`config.mk`:
```
export PLATFORM = sky130hd
export DESIGN_NAME = seg7_scan_driver_flat
export DESIGN_NICKNAME = d
export VERILOG_FILES = /design/src/rtl/seg7_pkg.sv /design/src/rtl/seg7_scan_driver_if.sv /design/src/rtl/seg7_decode.sv /design/src/rtl/seg7_scan_driver.sv /design/src/flat_wrapper.sv
export SDC_FILE = /design/constraint.sdc
export NUM_CORES = 1
export LEC_CHECK = 0
export ABC_AREA = 1
export BUFFER_PORTS_ARGS = -buffer_cell sky130_fd_sc_hd__buf_2
export CORE_UTILIZATION = 28
export DETAILED_ROUTE_END_ITERATION = 10
export HOLD_SLACK_MARGIN = 0.12
export PLACE_DENSITY_LB_ADDON = 0.05
export SLEW_MARGIN = 20
export SYNTH_ARGS = -nofsm -noshare
export SYNTH_HDL_FRONTEND = slang
export SYNTH_SLANG_ARGS = --single-unit
```
`constraint.sdc`:
```
create_clock -name clk -period 2.5 [get_ports clk]
set_input_delay 0.5 -clock clk [delete_from_list [all_inputs] [get_ports clk]]
set_output_delay 0.5 -clock clk [all_outputs]
set_load 0.02 [all_outputs]
```
`src/rtl/seg7_pkg.sv`:
```
// Shared constants and types for the seven-segment scan driver.
package seg7_pkg;

  typedef logic [3:0] digit_t;

  localparam logic [6:0] SEG_BLANK = 7'b1111111;
  localparam logic [3:0] AN_OFF    = 4'b1111;

  // Active-low {g,f,e,d,c,b,a}, indexed by hex digit value.
  localparam logic [6:0] SEG_TABLE [16] = '{
    7'b1000000, 7'b1111001, 7'b0100100, 7'b0110000,
    7'b0011001, 7'b0010010, 7'b0000010, 7'b1111000,
    7'b0000000, 7'b0010000, 7'b0001000, 7'b0000011,
    7'b1000110, 7'b0100001, 7'b0000110, 7'b0001110
  };

endpackage

```
`src/rtl/seg7_scan_driver_if.sv`:
```
// Datapath-facing bundle of the scan driver: load/enable controls and display pins.
interface seg7_scan_driver_if;

  logic        en;
  logic        load;
  logic [15:0] data;
  logic [6:0]  seg;
  logic [3:0]  an;
  logic [1:0]  digit_sel;
  logic        frame_done;

  modport master (
    output en, load, data,
    input  seg, an, digit_sel, frame_done
  );

  modport slave (
    input  en, load, data,
    output seg, an, digit_sel, frame_done
  );

endinterface

```
`src/rtl/seg7_decode.sv`:
```
// Combinational hex digit to active-low seven-segment decoder.
module seg7_decode
  import seg7_pkg::*;
(
  input  digit_t     digit,
  output logic [6:0] seg
);

  assign seg = SEG_TABLE[digit];

endmodule

```
`src/rtl/seg7_scan_driver.sv`:
```
// Four-digit multiplexed seven-segment driver with tear-free frame-aligned updates.
// Optional inter-digit anode blanking is enabled by defining SEG7_BLANK_EN.
module seg7_scan_driver
  import seg7_pkg::*;
#(
  parameter int unsigned REFRESH_DIV = 100000,
  parameter int unsigned BLANK_CYC   = 16
) (
  input  logic              clk,
  input  logic              rst_n,
  seg7_scan_driver_if.slave bus
);

  localparam int unsigned CntW       = (REFRESH_DIV > 1) ? $clog2(REFRESH_DIV) : 1;
  localparam int unsigned BlankStart = REFRESH_DIV - BLANK_CYC;
`ifdef SEG7_BLANK_EN
  localparam bit BlankEn = 1'b1;
`else
  localparam bit BlankEn = 1'b0;
`endif

  logic [CntW-1:0] tick_cnt_q, tick_cnt_d;
  logic [1:0]      digit_sel_q, digit_sel_d;
  logic [15:0]     shadow_q, shadow_d;
  logic [15:0]     pending_q, pending_d;
  logic            pend_vld_q, pend_vld_d;
  logic [3:0]      an_q, an_d;
  logic [6:0]      seg_q, seg_d;
  logic            frame_done_q;

  logic            slot_end;
  logic            boundary;
  logic            in_blank;
  digit_t          cur_digit;
  logic [6:0]      dec_seg;

  assign slot_end = (tick_cnt_q == CntW'(REFRESH_DIV - 1));
  assign boundary = bus.en && slot_end && (digit_sel_q == 2'd3);
  // Compared at 32 bits so BLANK_CYC = 0 never aliases to a truncated start.
  assign in_blank = BlankEn && (32'(tick_cnt_q) >= BlankStart);

  assign cur_digit = shadow_q[{digit_sel_q, 2'b00} +: 4];

  seg7_decode u_decode (
    .digit (cur_digit),
    .seg   (dec_seg)
  );

  always_comb begin
    tick_cnt_d  = tick_cnt_q;
    digit_sel_d = digit_sel_q;
    if (bus.en) begin
      if (slot_end) begin
        tick_cnt_d  = '0;
        digit_sel_d = digit_sel_q + 2'd1;
      end else begin
        tick_cnt_d = tick_cnt_q + 1'b1;
      end
    end
  end

  // Display contents only change at a frame boundary; loads elsewhere are parked.
  always_comb begin
    shadow_d   = shadow_q;
    pending_d  = pending_q;
    pend_vld_d = pend_vld_q;
    if (boundary) begin
      pend_vld_d = 1'b0;
      if (bus.load) begin
        shadow_d = bus.data;
      end else if (pend_vld_q) begin
        shadow_d = pending_q;
      end
    end else if (bus.load) begin
      pending_d  = bus.data;
      pend_vld_d = 1'b1;
    end
  end

  always_comb begin
    an_d  = AN_OFF;
    seg_d = SEG_BLANK;
    if (bus.en) begin
      seg_d = dec_seg;
      if (!in_blank) begin
        an_d = ~(4'b0001 << digit_sel_q);
      end
    end
  end

  always_ff @(posedge clk) begin
    if (!rst_n) begin
      tick_cnt_q   <= '0;
      digit_sel_q  <= 2'd0;
      shadow_q     <= '0;
      pending_q    <= '0;
      pend_vld_q   <= 1'b0;
      an_q         <= AN_OFF;
      seg_q        <= SEG_BLANK;
      frame_done_q <= 1'b0;
    end else begin
      tick_cnt_q   <= tick_cnt_d;
      digit_sel_q  <= digit_sel_d;
      shadow_q     <= shadow_d;
      pending_q    <= pending_d;
      pend_vld_q   <= pend_vld_d;
      an_q         <= an_d;
      seg_q        <= seg_d;
      frame_done_q <= boundary;
    end
  end

  assign bus.an         = an_q;
  assign bus.seg        = seg_q;
  assign bus.digit_sel  = digit_sel_q;
  assign bus.frame_done = frame_done_q;

endmodule

```
`src/flat_wrapper.sv`:
```
// flat-port wrapper written by rule: the top's interface ports become plain ports
module seg7_scan_driver_flat import seg7_pkg::*;
#(
  parameter int unsigned REFRESH_DIV = 100000,
  parameter int unsigned BLANK_CYC   = 16
)
  (clk, rst_n, bus_en, bus_load, bus_data, bus_seg, bus_an, bus_digit_sel, bus_frame_done);
  seg7_scan_driver_if bus_i ();
  input  logic clk;
  input  logic rst_n;
  input wire logic [$bits(bus_i.en)-1:0] bus_en;
  input wire logic [$bits(bus_i.load)-1:0] bus_load;
  input wire logic [$bits(bus_i.data)-1:0] bus_data;
  output wire logic [$bits(bus_i.seg)-1:0] bus_seg;
  output wire logic [$bits(bus_i.an)-1:0] bus_an;
  output wire logic [$bits(bus_i.digit_sel)-1:0] bus_digit_sel;
  output wire logic [$bits(bus_i.frame_done)-1:0] bus_frame_done;
  assign bus_i.en = bus_en;
  assign bus_i.load = bus_load;
  assign bus_i.data = bus_data;
  assign bus_seg = bus_i.seg;
  assign bus_an = bus_i.an;
  assign bus_digit_sel = bus_i.digit_sel;
  assign bus_frame_done = bus_i.frame_done;
  seg7_scan_driver #(.REFRESH_DIV(REFRESH_DIV), .BLANK_CYC(BLANK_CYC)) u_core (.clk(clk), .rst_n(rst_n), .bus(bus_i));
endmodule
```
# Yosys cells after proc, flatten, opt, wreduce, memory -nomap -nowiden
# Memories as Yosys holds them, arrays and structs flattened. A register that Yosys moved wholly into a read port is not among the register bits.
# Index checks and enable logic that the tools add are counted.
# word_totals
regBits	57
rom_bits	112
out_inout_bits	14
n_memories	1
ram_bits	0
latch_bits	0
wordCells	30
# op_classes
magnitude_cmp	0
n_div	0
bitwise	4
eq_ne	2
n_mul	0
reduce_logical	9
add_sub_neg	2
n_shift	2
n_mux	3
# memory_table
name	depth	width	rd	rd_clocked_by_memory_dff	wr	line_no	source
(name not given)	16	7	1	1	0	seg7_decode.sv:9	assign seg = SEG_TABLE[digit];
# op_table
cell	count
$mux W16	2
$add A17 B1 Y17 const B	1
$eq A17 B17 Y1 const B	1
$mux W17	1
$shiftx A16 B5 Y4	1
$reduce_and A2 Y1	4
$not A4 Y5	1
$not A4 Y4	1
$shl A1 B2 Y4 const A	1
$add A2 B1 Y2 const B	1
$eq A2 B2 Y1 const B	1
$logic_and A1 B1 Y1	2
$not A1 Y1	2
$reduce_bool A2 Y1	1
$reduce_or A2 Y1	1
$logic_not A1 Y1	1

# Logic depth before layout (Yosys ltp)
# Gate-level depths: netlist of the first run.
# logic_depth
depth_word	5
ltp_mapped	11
mapped_depth_nobuf	10

# Cells and area by module
# A second synthesis of the first run with hierarchy kept.
# unflattened
hier_cells	503
area_unflattened_um2	3321.9
# modules_own_cells
mod	cells_each	n_inst	area_each_um2
seg7_scan_driver	454	1	3047.9
seg7_decode	49	1	274.0

# Worst setup path before layout of the first run
# No wires, ideal clock.
# synth_path
path_kind	reg-to-reg
from	register u_core.digit_sel_q[0] (netlist: u_core.bus.digit_sel[0])
to	register u_core.seg_q[1] (netlist: u_core.bus.seg[1])
arrival_time_ns	1.577
setup_ns	0.132
setup_slack_ns	0.792
stages_incl_launch_ff	8
path_buffers	1
required_ns	2.368
cell_sequence	dfxtp_1 > buf_2 > a21oi_1 > o21ai_0 > nand2_1 > ha_1 > a31oi_1 > o21ai_0
# synth_via
elab_chain_len	2
# synth_lines
element	line_no	source
start, declared	seg7_scan_driver.sv:23	logic [1:0] digit_sel_q, digit_sel_d;
start signal, assigned	seg7_scan_driver.sv:103	digit_sel_q <= digit_sel_d;
$shiftx A16 B5 Y4	seg7_scan_driver.sv:42	assign cur_digit = shadow_q[{digit_sel_q, 2'b00} +: 4];
$not A4 Y5 (not written as such)	seg7_decode.sv:9	
end, declared	seg7_scan_driver.sv:28	logic [6:0] seg_q, seg_d;
# No other way between the ends.
# A chain may end at the register's enable or synchronous reset.

# Final worst setup path of the first run
# layout_path
from	register u_core.digit_sel_q[0] (netlist: u_core.bus.digit_sel[0])
to	register u_core.seg_q[5] (netlist: u_core.bus.seg[5])
# The elaborated chain is that of the path after synthesis.

==> flow_metrics.tcl, run 1 <==
set metrics [dict create \
    ys_seq_elements 64 \
    setup_violations 0 \
    ant_nets 0 \
    dieArea_mm2 0.0118 \
    worst_slew_pin_slew_ns 0.562 \
    grt_max_degree 34 \
    finClkSkew_ns 0.00511 \
    cts_tree "built" \
    async_reset_ff_share_pct 0 \
    portBuffers 33 \
    antenna_found_initial 0 \
    synth_top_cell_area_share_pct 40.2 \
    p_seq_share_pct 44.3 \
    syn-cell-area_mm2 0.00319 \
    final_net_count 533 \
    rsz0062_at_grt "false" \
    cts.sink_count 64 \
    drt_iter0_drc 103 \
    vias_per_cell 4.29 \
    insertion_delay_ns 0.32 \
    max_slew_margin_pct 62.5 \
    htreeDepth 3 \
    postLayoutCellArea_mm2 0.00372 \
    wl_met3_um 225 \
    arrival_ns 2.20 \
    area_growth_pct 16.6 \
    fillers 1223 \
    yosysWarnings 0 \
    rrSetupSlack_ns 0.51 \
    slew_viol_final 0 \
    avgRoutedWirePerCell_um 11.4 \
    critPathMaxStageDelay_ns 0.67 \
    fin_hold_ws_ns 0.414 \
    antenna_cells 0 \
    finalWirelength_um 7410 \
    worstPathCellList "inv_1 > nand2_1 > nand3_1 > nand2_1 > inv_1 > nand2_1 > o21ai_0 > nand2_1 > nand3_1" \
    p_comb_share_pct 5.9 \
    cts_setup_buffers 0 \
    required_ns 2.70 \
    run_status "finished clean" \
    regArea_mm2 0.00128 \
    fin_ws_ns 0.508 \
    utilization_pct 33.8 \
    synth-edff-count 0 \
    wl_met2_um 3350 \
    vias 2775 \
    crit_path_frequent_cell "nand2_1" \
    first_pass_iters 4 \
    stdcell_count 647 \
    drc 0 \
    dieHeight_um 109 \
    fmax_mhz 502 \
    hold_class "in2reg" \
    die_width_um 109 \
    syn_inst 474 \
    power.switching_mw 0.541 \
    synth_nets 505 \
    critical_path_class "reg2reg" \
    placed_area_mm2 0.00343 \
    multi_input_area_mm2 0.00158 \
    max-vdd-ir-drop_mv 0.397 \
    pre_cts_ws_ns 0.525 \
    cp_max_fo 17 \
    clk_path_buf_depth 2 \
    p_sw_share_pct 22.7 \
    ios 34 \
    cts_buffers 9 \
    cts_hold_buf 0 \
    start_util_pct 29.0 \
    yosysMostFrequentCell "nand2_1" \
    grt_pass1_wl_um 12500 \
    grt_pass1_vias 2629 \
    synthTopCellsByArea "dfxtp_1, nand2_1, nor2_1" \
    grt.total_usage_pct 13.9 \
    finalCritPeriodShare_pct 79.7 \
    finalHoldViolations 0 \
    hpwl_um 5020 \
    end_kind "register" \
    dp_cells 631 \
    core-area_mm2 0.0110 \
    synth_top_cell_by_area "dfxtp_1" \
    dominantRegCellSynth "dfxtp_1" \
    yosysSeqAreaShare_pct 40.2 \
    power_mw 2.38 \
    worst_path_max_delay_cell "dfxtp_1" \
    gp_congestion 0.786 \
    clock_power_share_pct 49.8 \
    ys_types 30 \
    internal_power_mw 1.84 \
    cts_resized 0 \
    overflow 0 \
    top_layer_used "met4" \
    rows 38 \
    cap_violations 0 \
    wl_met1_um 3740 \
    period_minus_slack_ns 1.99 \
    p_leak_nw 1.73 \
    critPathLaunchType "register" \
    root_buffer "clkbuf_16" \
    ys_top_cells_by_count "nand2_1, nor2_1, dfxtp_1, inv_1, o21ai_0" \
    syn_avg_cell_area_um2 6.72 \
    clk_pin_slew_ns 0.05 \
    p_per_area_mw_per_mm2 641 \
    fin_tns_setup_ns 0 \
    drive_gt1_share_pct 12.4 \
]
## logic make-up after synthesis
logic type | after synthesis | synth area share (%)
AND/OR/NAND/NOR | 269 | 35.0
buffers and inverters | 75 | 10.2
flip-flops | 64 | 40.2
AO/OA/AOI/OAI | 44 | 7.26
XOR/XNOR | 11 | 3.02
adder cells (fa/ha/maj) | 11 | 4.32
## state kept, by name (all words and copies together), names as in the netlist
register / cells
u_core.bus.seg: 7
u_core.pend_vld_q: 1
u_core.shadow_q: 16
u_core.bus.frame_done: 1
u_core.pending_q: 16
u_core.bus.an: 4
u_core.tick_cnt_q: 17
u_core.bus.digit_sel: 2
## power groups by stage
| stage | Clock (mW) | Sequential, mW | Combinational [mW] |
|---|---|---|---|
| after CTS | 1.23 | 1.06 | 0.144 |
| after detailed placement | 0 | 1.08 | 0.144 |
| final | 1.19 | 1.06 | 0.141 |
| after global placement | 0 | 1.08 | 0.143 |
| after global routing | 1.27 | 1.06 | 0.165 |
| after floorplan | 0 | 1.08 | 0.0916 |
## metal layers
| layer | vias to the layer above | GRT usage (%) |
|---|---|---|
| li1 | 1510 | - |
| met1 | 1224 | 17.6 |
| met2 | 36 | 22.5 |
| met3 | 5 | 3.89 |
| met4 | 0 | 4.92 |
| met5 | - | 0 |
## cells in the final DEF (no fill, tap or decap), types with 2 or more instances in the layout
cell type / n
clkinv_1: 2
clkbuf_16: 9
dfxtp_1: 64
buf_2: 33
ha_1: 11
or2_2: 3
nand3_1: 16
nand4_1: 3
xor2_1: 10
nor2_1: 94
inv_2: 3
o211ai_1: 4
buf_4: 2
clkinv_2: 3
nor3_1: 8
o21ai_1: 2
nand2_1: 136
inv_1: 52
a21oi_1: 10
nand3_2: 2
clkbuf_8: 3
o21ai_0: 27
## critical path: cells and delay by family, from the launching register on
family,cells,cell delay [ns]
flip-flops,1,0.67
buffers and inverters,2,0.46
AO/OA/AOI/OAI,1,0.09
AND/OR/NAND/NOR,6,0.65
## final cells by class
class                           count  share of cell area [%]
Tap cell                          140                    4.71
Inverter                           57                    5.76
Clock buffer                       13                    7.27
Sequential cell                    64                    34.5
Timing Repair Buffer               35                    4.85
Clock inverter                      3                   0.404
Multi-Input combinational cell    335                    42.5
## final timing paths
| check | to | start | cells after the start |
|---|---|---|---|
| setup / recovery | u_core.bus.seg[5]$_SDFF_PN1_ | u_core.bus.digit_sel[0]$_SDFFE_PN0P_ | 9 |
| hold / removal | u_core.pending_q[9]$_SDFFE_PN0P_ | bus_data[9] | 3 |
| setup reg to reg | u_core.bus.seg[5]$_SDFF_PN1_ | u_core.bus.digit_sel[0]$_SDFFE_PN0P_ | 9 |
| hold reg to reg | u_core.tick_cnt_q[1]$_SDFFE_PN0P_ | u_core.tick_cnt_q[1]$_SDFFE_PN0P_ | 2 |
No activity file was read; power rests on OpenSTA's default activity.
==> run 2: changes to the inputs <==
- clock period: 2.5 -> 2.05 ns (I/O delays scaled with it)
==> run 2 against run 1 <==
Critical path depth up 1; worst hold slack worse by 0.095 ns; maximum frequency up 11%; setup slack worse by 0.25 ns; combinational power up 21%; count of clock-buffer cells in the layout down 1; critical path type unchanged; critical endpoint is now u_core.pending_q[10]$_SDFFE_PN0P_; largest power group unchanged.
==> flow_metrics.tcl, run 2 (synthesis gave the netlist of run 1 again) <==
set metrics [dict create \
    rsz0062_at_grt "false" \
    p_per_area_mw_per_mm2 758 \
    clk_pin_slew_ns 0.05 \
    portBuffers 33 \
    ant_nets 0 \
    power.switching_mw 0.665 \
    hold_class "in2reg" \
    max-vdd-ir-drop_mv 0.423 \
    gp_congestion 0.782 \
    setup_violations 0 \
    vias_per_cell 4.19 \
    dieHeight_um 109 \
    die_width_um 109 \
    p_comb_share_pct 6.0 \
    grt_pass1_vias 2473 \
    p_sw_share_pct 23.4 \
    cts.sink_count 64 \
    critical_path_class "reg2reg" \
    grt_pass1_wl_um 12200 \
    max_slew_margin_pct 76.2 \
    overflow 0 \
    htreeDepth 3 \
    clock_power_share_pct 48.7 \
    grt_max_degree 34 \
    grt.total_usage_pct 13.5 \
    finClkSkew_ns 0.00603 \
    layout_commonest_cell "nand2_1" \
    first_pass_iters 4 \
    slew_viol_final 0 \
    dieArea_mm2 0.0118 \
    required_ns 2.27 \
    internal_power_mw 2.18 \
    crit_start "u_core.tick_cnt_q[0]$_SDFFE_PN0P_" \
    p_seq_share_pct 45.3 \
    stdcell_count 653 \
    cts_hold_buf 0 \
    finalHoldViolations 0 \
    antenna_found_initial 0 \
    ios 34 \
    cts_tree "built" \
    drc 0 \
    finalCritPeriodShare_pct 87.3 \
    antenna_cells 0 \
    period_minus_slack_ns 1.79 \
    reg2reg_to "u_core.pending_q[10]$_SDFFE_PN0P_" \
    drt_iter0_drc 103 \
    avgRoutedWirePerCell_um 11.0 \
    fmax_mhz 559 \
    root_buffer "clkbuf_16" \
    r2r_cells 10 \
    holdPathStages 3 \
    insertion_delay_ns 0.33 \
    hold_end "u_core.pending_q[14]$_SDFFE_PN0P_" \
    arrival_ns 2.01 \
    area_growth_pct 17.7 \
    fillers 1233 \
    start_util_pct 29.0 \
    cap_violations 0 \
    rrSetupSlack_ns 0.26 \
    finalWirelength_um 7210 \
    end_kind "register" \
    core-area_mm2 0.0110 \
    top_register "u_core.tick_cnt_q" \
    largest_reg_flops 17 \
    final_net_count 539 \
    run_status "finished clean" \
    top_regs "u_core.tick_cnt_q (17), u_core.pending_q (16), u_core.shadow_q (16)" \
    rows 38 \
    fin_hold_ws_ns 0.319 \
    worst_slew_pin_slew_ns 0.356 \
    drive_gt1_share_pct 13.3 \
    hold_start "bus_data[14]" \
    vias 2734 \
    cp_max_fo 32 \
    dp_cells 637 \
    cts_buffers 9 \
    utilization_pct 34.2 \
    fin_tns_setup_ns 0 \
    p_leak_nw 1.75 \
    clk_path_buf_depth 2 \
    hpwl_um 5050 \
    final_cell_mix "nand2_1, nor2_1, dfxtp_1" \
    rr_startpoint "u_core.tick_cnt_q[0]$_SDFFE_PN0P_" \
    critPathLaunchType "register" \
]
[run 2: cell types whose count changed in the layout (fill, tap and decap cells not counted), sizes merged]
cell and change:
buf +6, clkinv +1, clkbuf -1
[run 2: worst max path at each step]
stage / endpoint
3_5_place_dp: u_core.pending_q[10]$_SDFFE_PN0P_
2_1_floorplan: u_core.bus.seg[1]$_SDFF_PN1_
6_report: u_core.pending_q[10]$_SDFFE_PN0P_
5_1_grt: u_core.shadow_q[14]$_SDFFE_PN0P_
4_1_cts: u_core.pending_q[10]$_SDFFE_PN0P_
3_3_place_gp: u_core.pending_q[11]$_SDFFE_PN0P_
[run 2: metal layers]
metal / vias to the layer above / track usage [%] / wire (µm)
li1: 1517 / - / -
met1: 1165 / 17.7 / 3620
met2: 42 / 21.3 / 3200
met3: 10 / 3.83 / 291
met4: 0 / 4.34 / 93
met5: - / 0 / 0
[run 2: critical path, cell delays in order (launching register included)]
cell	delay, ns
dfxtp_1	0.37
ha_1	0.18
nand2_1	0.09
nor2_2	0.18
nand3_2	0.13
nor2_4	0.16
nand3_2	0.15
nand2_8	0.21
nand2_1	0.08
nand2_1	0.06
nor2_1	0.04
[run 2: power by group through the flow]
| stage | clock network (mW) | registers (mW) | logic [mW] |
|---|---|---|---|
| global route | 1.49 | 1.29 | 0.199 |
| detailed placement | 0 | 1.31 | 0.173 |
| CTS | 1.44 | 1.29 | 0.174 |
| finish | 1.39 | 1.29 | 0.171 |
| floorplan | 0 | 1.32 | 0.112 |
| global placement | 0 | 1.31 | 0.171 |
[run 2: through the flow]
| step | setup slack [ns] | power [mW] | instance area (µm²) |
|---|---|---|---|
| after floorplan | 0.342 | 1.43 | 3190 |
| after global placement | 0.215 | 1.49 | 3480 |
| after detailed placement | 0.178 | 1.49 | 3480 |
| after CTS | 0.151 | 2.90 | 3740 |
| after global routing | 0.0415 | 2.98 | 3750 |
| final | 0.260 | 2.84 | 3750 |
[run 2: layout make-up]
| type | count | area [µm²] | area share [%] |
|---|---|---|---|
| clock buffers | 12 | 246 | 6.57 |
| clock inverters | 4 | 20.0 | 0.534 |
| inverters | 57 | 214 | 5.70 |
| repair buffers | 41 | 225 | 6.00 |
| multi-input cells | 335 | 1590 | 42.4 |
| flip-flops and latches | 64 | 1280 | 34.2 |
| well taps | 140 | 175 | 4.67 |
[run 2: timing repair]
item / CTS / global route
resized for setup: 0 / 1
endpoints found under the setup margin: 0 / 16
setup buffers: 0 / 0
